`src/rtl/wb_stage_if.sv`:
```
// Execute-to-writeback handshake bundle: one completed instruction per accept.
// The execute stage drives the master side, wb_stage the slave side.
interface wb_stage_if #(
  parameter int ADDR_WIDTH = 5,
  parameter int DATA_WIDTH = 32
);
  logic                  ex_valid;
  logic                  ex_ready;
  logic [ADDR_WIDTH-1:0] ex_rd;
  logic [DATA_WIDTH-1:0] ex_result;
  logic                  ex_is_load;
  logic [2:0]            ex_ld_fmt;
  logic [1:0]            ex_addr_lo;

  modport master (
    output ex_valid, ex_rd, ex_result, ex_is_load, ex_ld_fmt, ex_addr_lo,
    input  ex_ready
  );

  modport slave (
    input  ex_valid, ex_rd, ex_result, ex_is_load, ex_ld_fmt, ex_addr_lo,
    output ex_ready
  );
endinterface

```
`src/rtl/wb_stage.sv`:
```
// Writeback stage: retires ALU results directly, parks loads until the memory
// response arrives, formats load data and drives the register file write port.
module wb_stage #(
  parameter int ADDR_WIDTH = 5,
  parameter int DATA_WIDTH = 32
) (
  input  logic                  clk,
  input  logic                  reset,
  wb_stage_if.slave             ex,
  input  logic                  mem_rvalid,
  input  logic [DATA_WIDTH-1:0] mem_rdata,
  output logic                  rf_wen,
  output logic [ADDR_WIDTH-1:0] rf_waddr,
  output logic [DATA_WIDTH-1:0] rf_wdata,
  output logic                  commit,
  output logic                  busy_valid,
  output logic [ADDR_WIDTH-1:0] busy_rd,
  output logic                  err
);
  localparam logic [0:0] IDLE     = 1'b0;
  localparam logic [0:0] WAIT_MEM = 1'b1;

  logic [0:0]            state_reg;
  logic [ADDR_WIDTH-1:0] ld_rd_reg;
  logic [2:0]            ld_fmt_reg;
  logic [1:0]            ld_lo_reg;

  logic [DATA_WIDTH-1:0] shifted;
  logic [DATA_WIDTH-1:0] ld_data_next;
  logic                  ld_err_next;

  assign ex.ex_ready = (state_reg == IDLE);

  // Right shift zero-fills the vacated high bytes before any extension.
  assign shifted = mem_rdata >> {ld_lo_reg, 3'b000};

  always_comb begin
    ld_data_next = shifted;
    ld_err_next  = 1'b0;
    case (ld_fmt_reg)
      3'b000: ld_data_next = {{(DATA_WIDTH-8){shifted[7]}}, shifted[7:0]};
      3'b100: ld_data_next = {{(DATA_WIDTH-8){1'b0}}, shifted[7:0]};
      3'b001: begin
        ld_data_next = {{(DATA_WIDTH-16){shifted[15]}}, shifted[15:0]};
        ld_err_next  = (ld_lo_reg == 2'd3);
      end
      3'b101: begin
        ld_data_next = {{(DATA_WIDTH-16){1'b0}}, shifted[15:0]};
        ld_err_next  = (ld_lo_reg == 2'd3);
      end
      3'b010: ld_err_next = (ld_lo_reg != 2'd0);
      // Reserved encodings fall back to a word load but are flagged.
      default: ld_err_next = 1'b1;
    endcase
  end

  always_ff @(posedge clk) begin
    if (reset) begin
      state_reg  <= IDLE;
      ld_rd_reg  <= '0;
      ld_fmt_reg <= '0;
      ld_lo_reg  <= '0;
      rf_wen     <= 1'b0;
      rf_waddr   <= '0;
      rf_wdata   <= '0;
      commit     <= 1'b0;
      busy_valid <= 1'b0;
      busy_rd    <= '0;
      err        <= 1'b0;
    end else begin
      rf_wen <= 1'b0;
      commit <= 1'b0;
      case (state_reg)
        IDLE: begin
          // A stray response with nothing outstanding is only recorded.
          if (mem_rvalid) err <= 1'b1;
          if (ex.ex_valid) begin
            if (ex.ex_is_load) begin
              state_reg  <= WAIT_MEM;
              ld_rd_reg  <= ex.ex_rd;
              ld_fmt_reg <= ex.ex_ld_fmt;
              ld_lo_reg  <= ex.ex_addr_lo;
              busy_valid <= 1'b1;
              busy_rd    <= ex.ex_rd;
            end else begin
              rf_wen   <= (ex.ex_rd != '0);
              rf_waddr <= ex.ex_rd;
              rf_wdata <= ex.ex_result;
              commit   <= 1'b1;
            end
          end
        end
        default: begin
          if (mem_rvalid) begin
            state_reg  <= IDLE;
            rf_wen     <= (ld_rd_reg != '0);
            rf_waddr   <= ld_rd_reg;
            rf_wdata   <= ld_data_next;
            commit     <= 1'b1;
            busy_valid <= 1'b0;
            busy_rd    <= '0;
            if (ld_err_next) err <= 1'b1;
          end
        end
      endcase
    end
  end
endmodule

```
`src/flat_wrapper.sv`:
```
// flat-port wrapper written by rule: the top's interface ports become plain ports
module wb_stage_flat 
#(
  parameter int ADDR_WIDTH = 5,
  parameter int DATA_WIDTH = 32
)
  (clk, reset, mem_rvalid, mem_rdata, rf_wen, rf_waddr, rf_wdata, commit, busy_valid, busy_rd, err, ex_ex_valid, ex_ex_rd, ex_ex_result, ex_ex_is_load, ex_ex_ld_fmt, ex_ex_addr_lo, ex_ex_ready);
  wb_stage_if #(.ADDR_WIDTH(ADDR_WIDTH), .DATA_WIDTH(DATA_WIDTH)) ex_i ();
  input  logic clk;
  input  logic reset;
  input  logic mem_rvalid;
  input  logic [DATA_WIDTH-1:0] mem_rdata;
  output logic rf_wen;
  output logic [ADDR_WIDTH-1:0] rf_waddr;
  output logic [DATA_WIDTH-1:0] rf_wdata;
  output logic commit;
  output logic busy_valid;
  output logic [ADDR_WIDTH-1:0] busy_rd;
  output logic err;
  input wire logic [$bits(ex_i.ex_valid)-1:0] ex_ex_valid;
  input wire logic [$bits(ex_i.ex_rd)-1:0] ex_ex_rd;
  input wire logic [$bits(ex_i.ex_result)-1:0] ex_ex_result;
  input wire logic [$bits(ex_i.ex_is_load)-1:0] ex_ex_is_load;
  input wire logic [$bits(ex_i.ex_ld_fmt)-1:0] ex_ex_ld_fmt;
  input wire logic [$bits(ex_i.ex_addr_lo)-1:0] ex_ex_addr_lo;
  output wire logic [$bits(ex_i.ex_ready)-1:0] ex_ex_ready;
  assign ex_i.ex_valid = ex_ex_valid;
  assign ex_i.ex_rd = ex_ex_rd;
  assign ex_i.ex_result = ex_ex_result;
  assign ex_i.ex_is_load = ex_ex_is_load;
  assign ex_i.ex_ld_fmt = ex_ex_ld_fmt;
  assign ex_i.ex_addr_lo = ex_ex_addr_lo;
  assign ex_ex_ready = ex_i.ex_ready;
  wb_stage #(.ADDR_WIDTH(ADDR_WIDTH), .DATA_WIDTH(DATA_WIDTH)) u_core (.clk(clk), .reset(reset), .ex(ex_i), .mem_rvalid(mem_rvalid), .mem_rdata(mem_rdata), .rf_wen(rf_wen), .rf_waddr(rf_waddr), .rf_wdata(rf_wdata), .commit(commit), .busy_valid(busy_valid), .busy_rd(busy_rd), .err(err));
endmodule
```
`config.mk`:
```
export PLATFORM = sky130hd
export DESIGN_NAME = wb_stage_flat
export DESIGN_NICKNAME = d
export VERILOG_FILES = /design/src/rtl/wb_stage_if.sv /design/src/rtl/wb_stage.sv /design/src/flat_wrapper.sv
export SDC_FILE = /design/constraint.sdc
export NUM_CORES = 1
export LEC_CHECK = 0
export BUFFER_PORTS_ARGS = -buffer_cell sky130_fd_sc_hd__buf_2
export CORE_MARGIN = 8
export CORE_UTILIZATION = 43
export CTS_CLUSTER_DIAMETER = 150
export CTS_CLUSTER_SIZE = 16
export DETAILED_ROUTE_END_ITERATION = 10
export GPL_TIMING_DRIVEN = 0
export PLACE_DENSITY = 0.77
export RECOVER_POWER = 25
export SLEW_MARGIN = 30
export SYNTH_ARGS = -nofsm -noshare
export SYNTH_HDL_FRONTEND = slang
export SYNTH_SLANG_ARGS = --single-unit
```
`constraint.sdc`:
```
create_clock -name clk -period 1.5 [get_ports clk]
set_input_delay 0 -clock clk [delete_from_list [all_inputs] [get_ports clk]]
set_output_delay 0 -clock clk [all_outputs]
set_load 0.01 [all_outputs]
```
==> flow_summary.json <==
{
  "run_status": "finished, violations left",
  "failed_checks": "negative setup slack",
  "postSynthCellCount": 314,
  "count_of_buffering_cells_on_the_critical_path_with_inverters_included": 1,
  "drc": 0,
  "drt.antenna.violating_nets": 0,
  "rows": 29,
  "final_critical_path_setup_slack_ps": -145,
  "layout_worst_path_cycle_share_pct": 110,
  "vias_per_cell": 5.73,
  "power.static_leakage_nw": 1.93,
  "final-hold-violation-count": 0,
  "grt_start_max_net_pins": 11,
  "synth_area_um2": 2820,
  "antenna_cells_inserted": 0,
  "die-height_um": 96.9,
  "routed-via-count": 3378,
  "clkSlewWorstSetupHoldPaths_ps": 70,
  "whs_endpoint": "u_core.rf_wdata[31]",
  "die_width_um": 96.9,
  "reg2reg_depth": 5,
  "initial_utilization_pct": 44.4,
  "cts_max_level": 3,
  "synth-async-reset-ratio_pct": 0,
  "layout_min_cycle_time_ps": 1650,
  "worst_pin_slew_ps": 549,
  "power_density_nw_per_um2": 876,
  "holdCritPathClass": "in -> reg",
  "critPathLaunchType": "flip-flop",
  "rsz0062_at_grt": "true",
  "yosys_warnings": 0,
  "avgSynthCellArea_um2": 8.97,
  "critPathRequiredTime_ps": 1770,
  "final-instance-count-excl-fill": 590,
  "vdd_ir_drop_max_mv": 0.665,
  "timing.fmax_mhz": 608,
  "postSynthRegisterBits": 57,
  "final.fill_count": 421,
  "crit-reg2reg-capture": "u_core.rf_wdata[20]",
  "place_congestion": 0.964,
  "cts_tree": "built",
  "p_seq_share_pct": 40.5,
  "layout.cell_area.non_filler_um2": 4720,
  "post-place-cells": 516,
  "worst_path_arrival_time_ps": 1910,
  "grt_util_all_layers_pct": 22.1,
  "dr.first_iter.drc_count": 291,
  "yosys.cell_types.count": 31,
  "comb_power_share_pct": 24.3,
  "dp_hpwl_um": 7360,
  "p_sw_mw": 1.23,
  "critPathMaxFanout": 10,
  "coreArea_um2": 6350,
  "placed_cell_area_um2": 3540,
  "clock_path_buffers": 2,
  "first_global_vias": 3626,
  "cpMaxStageDelayCell": "o21ai_2",
  "cpLargestDelayFamily": "compound AO/OA/AOI/OAI gates",
  "hp-start": "mem_rdata[31]",
  "reg2reg_slack_ps": -150,
  "holdPathStages": 3,
  "ios": 126,
  "dr.pass1.iters": 5,
  "synth-seq-area-share_pct": 40.5,
  "layout_area_overhead_pct": 67.6,
  "synth_nets": 393,
  "crit_type": "reg -> reg",
  "worstSkewPairLatency_ps": 350,
  "cts_inserted_buffers": 9,
  "largest_reg_flops": 32,
  "post-layout-total-power_mw": 4.14,
  "fin_skew_ps": 13.1,
  "r2r_start": "u_core.ld_lo_reg[0]",
  "detail_route.wl_per_cell_um": 19.6,
  "cts_num_sinks": 57,
  "ys_dominant_reg_cell": "dfxtp_1",
  "drt_wl_total_um": 11600,
  "grt_pass1_wl_um": 17300,
  "timing.setup.tns_ps": -2440,
  "sw_frac_of_total_pct": 29.8,
  "number_of_flops_mapped_to_enable_cells_by_yosys": 0,
  "cp_slowest_stage_delay_ps": 450,
  "setup_violations": 24,
  "design.die.area_um2": 9400,
  "num-nets-final": 587,
  "cts.root.buffer_cell": "clkbuf_8",
  "whs_ps": 41.9,
  "crit_path_cell_trace": "mux2i_1 > o21ai_2 > clkbuf_8 > a211oi_2 > o2bb2ai_1",
  "final_layout_size_suffix_gt1_share_pct": 40.2,
  "port_buffers": 125,
  "grt_remaining_overflow": 0,
  "power_frac_clock_pct": 35.2,
  "top_register": "u_core.rf_wdata",
  "maxSlewHeadroom_pct": 63.4,
  "number_of_antenna_violations_at_the_first_check_in_global_routing": 0,
  "crit_path_end_kind": "flip-flop",
  "max-cap-violations": 0,
  "drv_slew": 0,
  "p_int_mw": 2.90
}
[worst register-to-register path, cell delays in order (launching register included)]
cell and delay [ps]:
dfxtp_4 390, mux2i_1 140, o21ai_2 450, clkbuf_8 320, a211oi_2 90, o2bb2ai_1 180
[worst max-delay path by stage]
stage | end | slack, ps | start | cells past startpoint
floorplan | u_core.rf_wdata[22] | -140 | u_core.ld_fmt_reg[2] | 5
global placement | u_core.rf_wdata[12] | -420 | u_core.state_reg | 6
detailed placement | u_core.rf_wdata[18] | -470 | u_core.state_reg | 6
CTS | u_core.rf_wdata[29] | -90 | u_core.ld_lo_reg[0] | 7
global route | u_core.rf_wdata[12] | -230 | u_core.state_reg | 7
finish | u_core.rf_wdata[20] | -150 | u_core.ld_lo_reg[0] | 5
[routing by layer]
| metal | up-vias | GRT usage, % | share of wire [%] |
|---|---|---|---|
| met3 | 45 | 6.97 | 7.4 |
| met4 | 0 | 6.86 | 4.0 |
| met1 | 1587 | 24.7 | 40 |
| met2 | 180 | 38.7 | 49 |
| met5 | - | 0 | 0 |
| li1 | 1566 | - | - |
[power by group through the flow]
stage               Combinational, mW  Clock, mW  Sequential [mW]
floorplan                       0.349          0             1.73
global placement                0.689          0             1.69
detailed placement              0.703          0             1.70
CTS                             0.904       1.45             1.67
global route                     1.08       1.53             1.69
finish                           1.00       1.46             1.68
[cells in the mapped netlist (3+ instances only)]
cell       count  area, µm²
dfxtp_1       57       1140
mux2i_1       43        430
o2bb2ai_1     36        315
o21ai_0       31        155
a21oi_1       29        145
nand2_1       27        101
clkbuf_1      18       67.6
nor2_1        15       56.3
a221oi_1       9       78.8
a211oi_1       8       60.1
nand3b_1       8       60.1
buf_2          7       35.0
inv_1          3       11.3
nand2b_1       3       18.8
[logic make-up after synthesis]
family / after synthesis / synth area share, %
flip-flops: 57 / 40.5
buffers and inverters: 31 / 4.58
multiplexers: 43 / 15.3
AND/OR/NAND/NOR: 64 / 11.1
AO/OA/AOI/OAI: 119 / 28.5
[per-stage QoR]
| stage | setup WS [ps] | util (%) |
|---|---|---|
| 6_report | -145 | 74.3 |
| 5_1_grt | -226 | 74.3 |
| 4_1_cts | -88.8 | 71.0 |
| 3_5_place_dp | -468 | 55.8 |
| 3_3_place_gp | -418 | 55.8 |
| 2_1_floorplan | -141 | - |
[area by class of cell]
type / count / area, µm² / share of cell area [%]
plain buffers: 24 / 203 / 4.29
clock buffers: 11 / 141 / 2.99
clock inverters: 5 / 55.1 / 1.17
inverters: 3 / 13.8 / 0.292
multi-input cells: 226 / 1830 / 38.7
flip-flops and latches: 57 / 1150 / 24.4
well taps: 77 / 96.3 / 2.04
repair buffers: 187 / 1230 / 26.1
[layout by cell type (no fill, tap or decap), drive strengths merged, types with 2 or more instances in the layout]
cell,netlist,routed
nand3b,8,8
mux2i,43,43
dfxtp,57,57
clkbuf,18,48
nand2b,3,3
clkinv,0,2
o21ai,32,32
o2bb2ai,36,36
nor2,15,15
clkinvlp,0,2
inv,3,3
a21oi,29,29
nand2,27,27
a211oi,8,8
or3,2,2
buf,10,129
dlygate4sd3,0,45
or4,2,2
a221oi,9,9
[timing repair]
| action | in CTS | in global routing |
|---|---|---|
| setup buffers | 10 | 4 |
| gates cloned | 2 | 2 |
| gates resized for setup | 62 | 48 |
| hold buffers | 45 | 0 |
| hold endpoints to repair | 52 | 0 |
| setup endpoints to repair | 43 | 43 |
| pin swaps | 10 | 13 |
No activity file was read; power rests on OpenSTA's default activity.
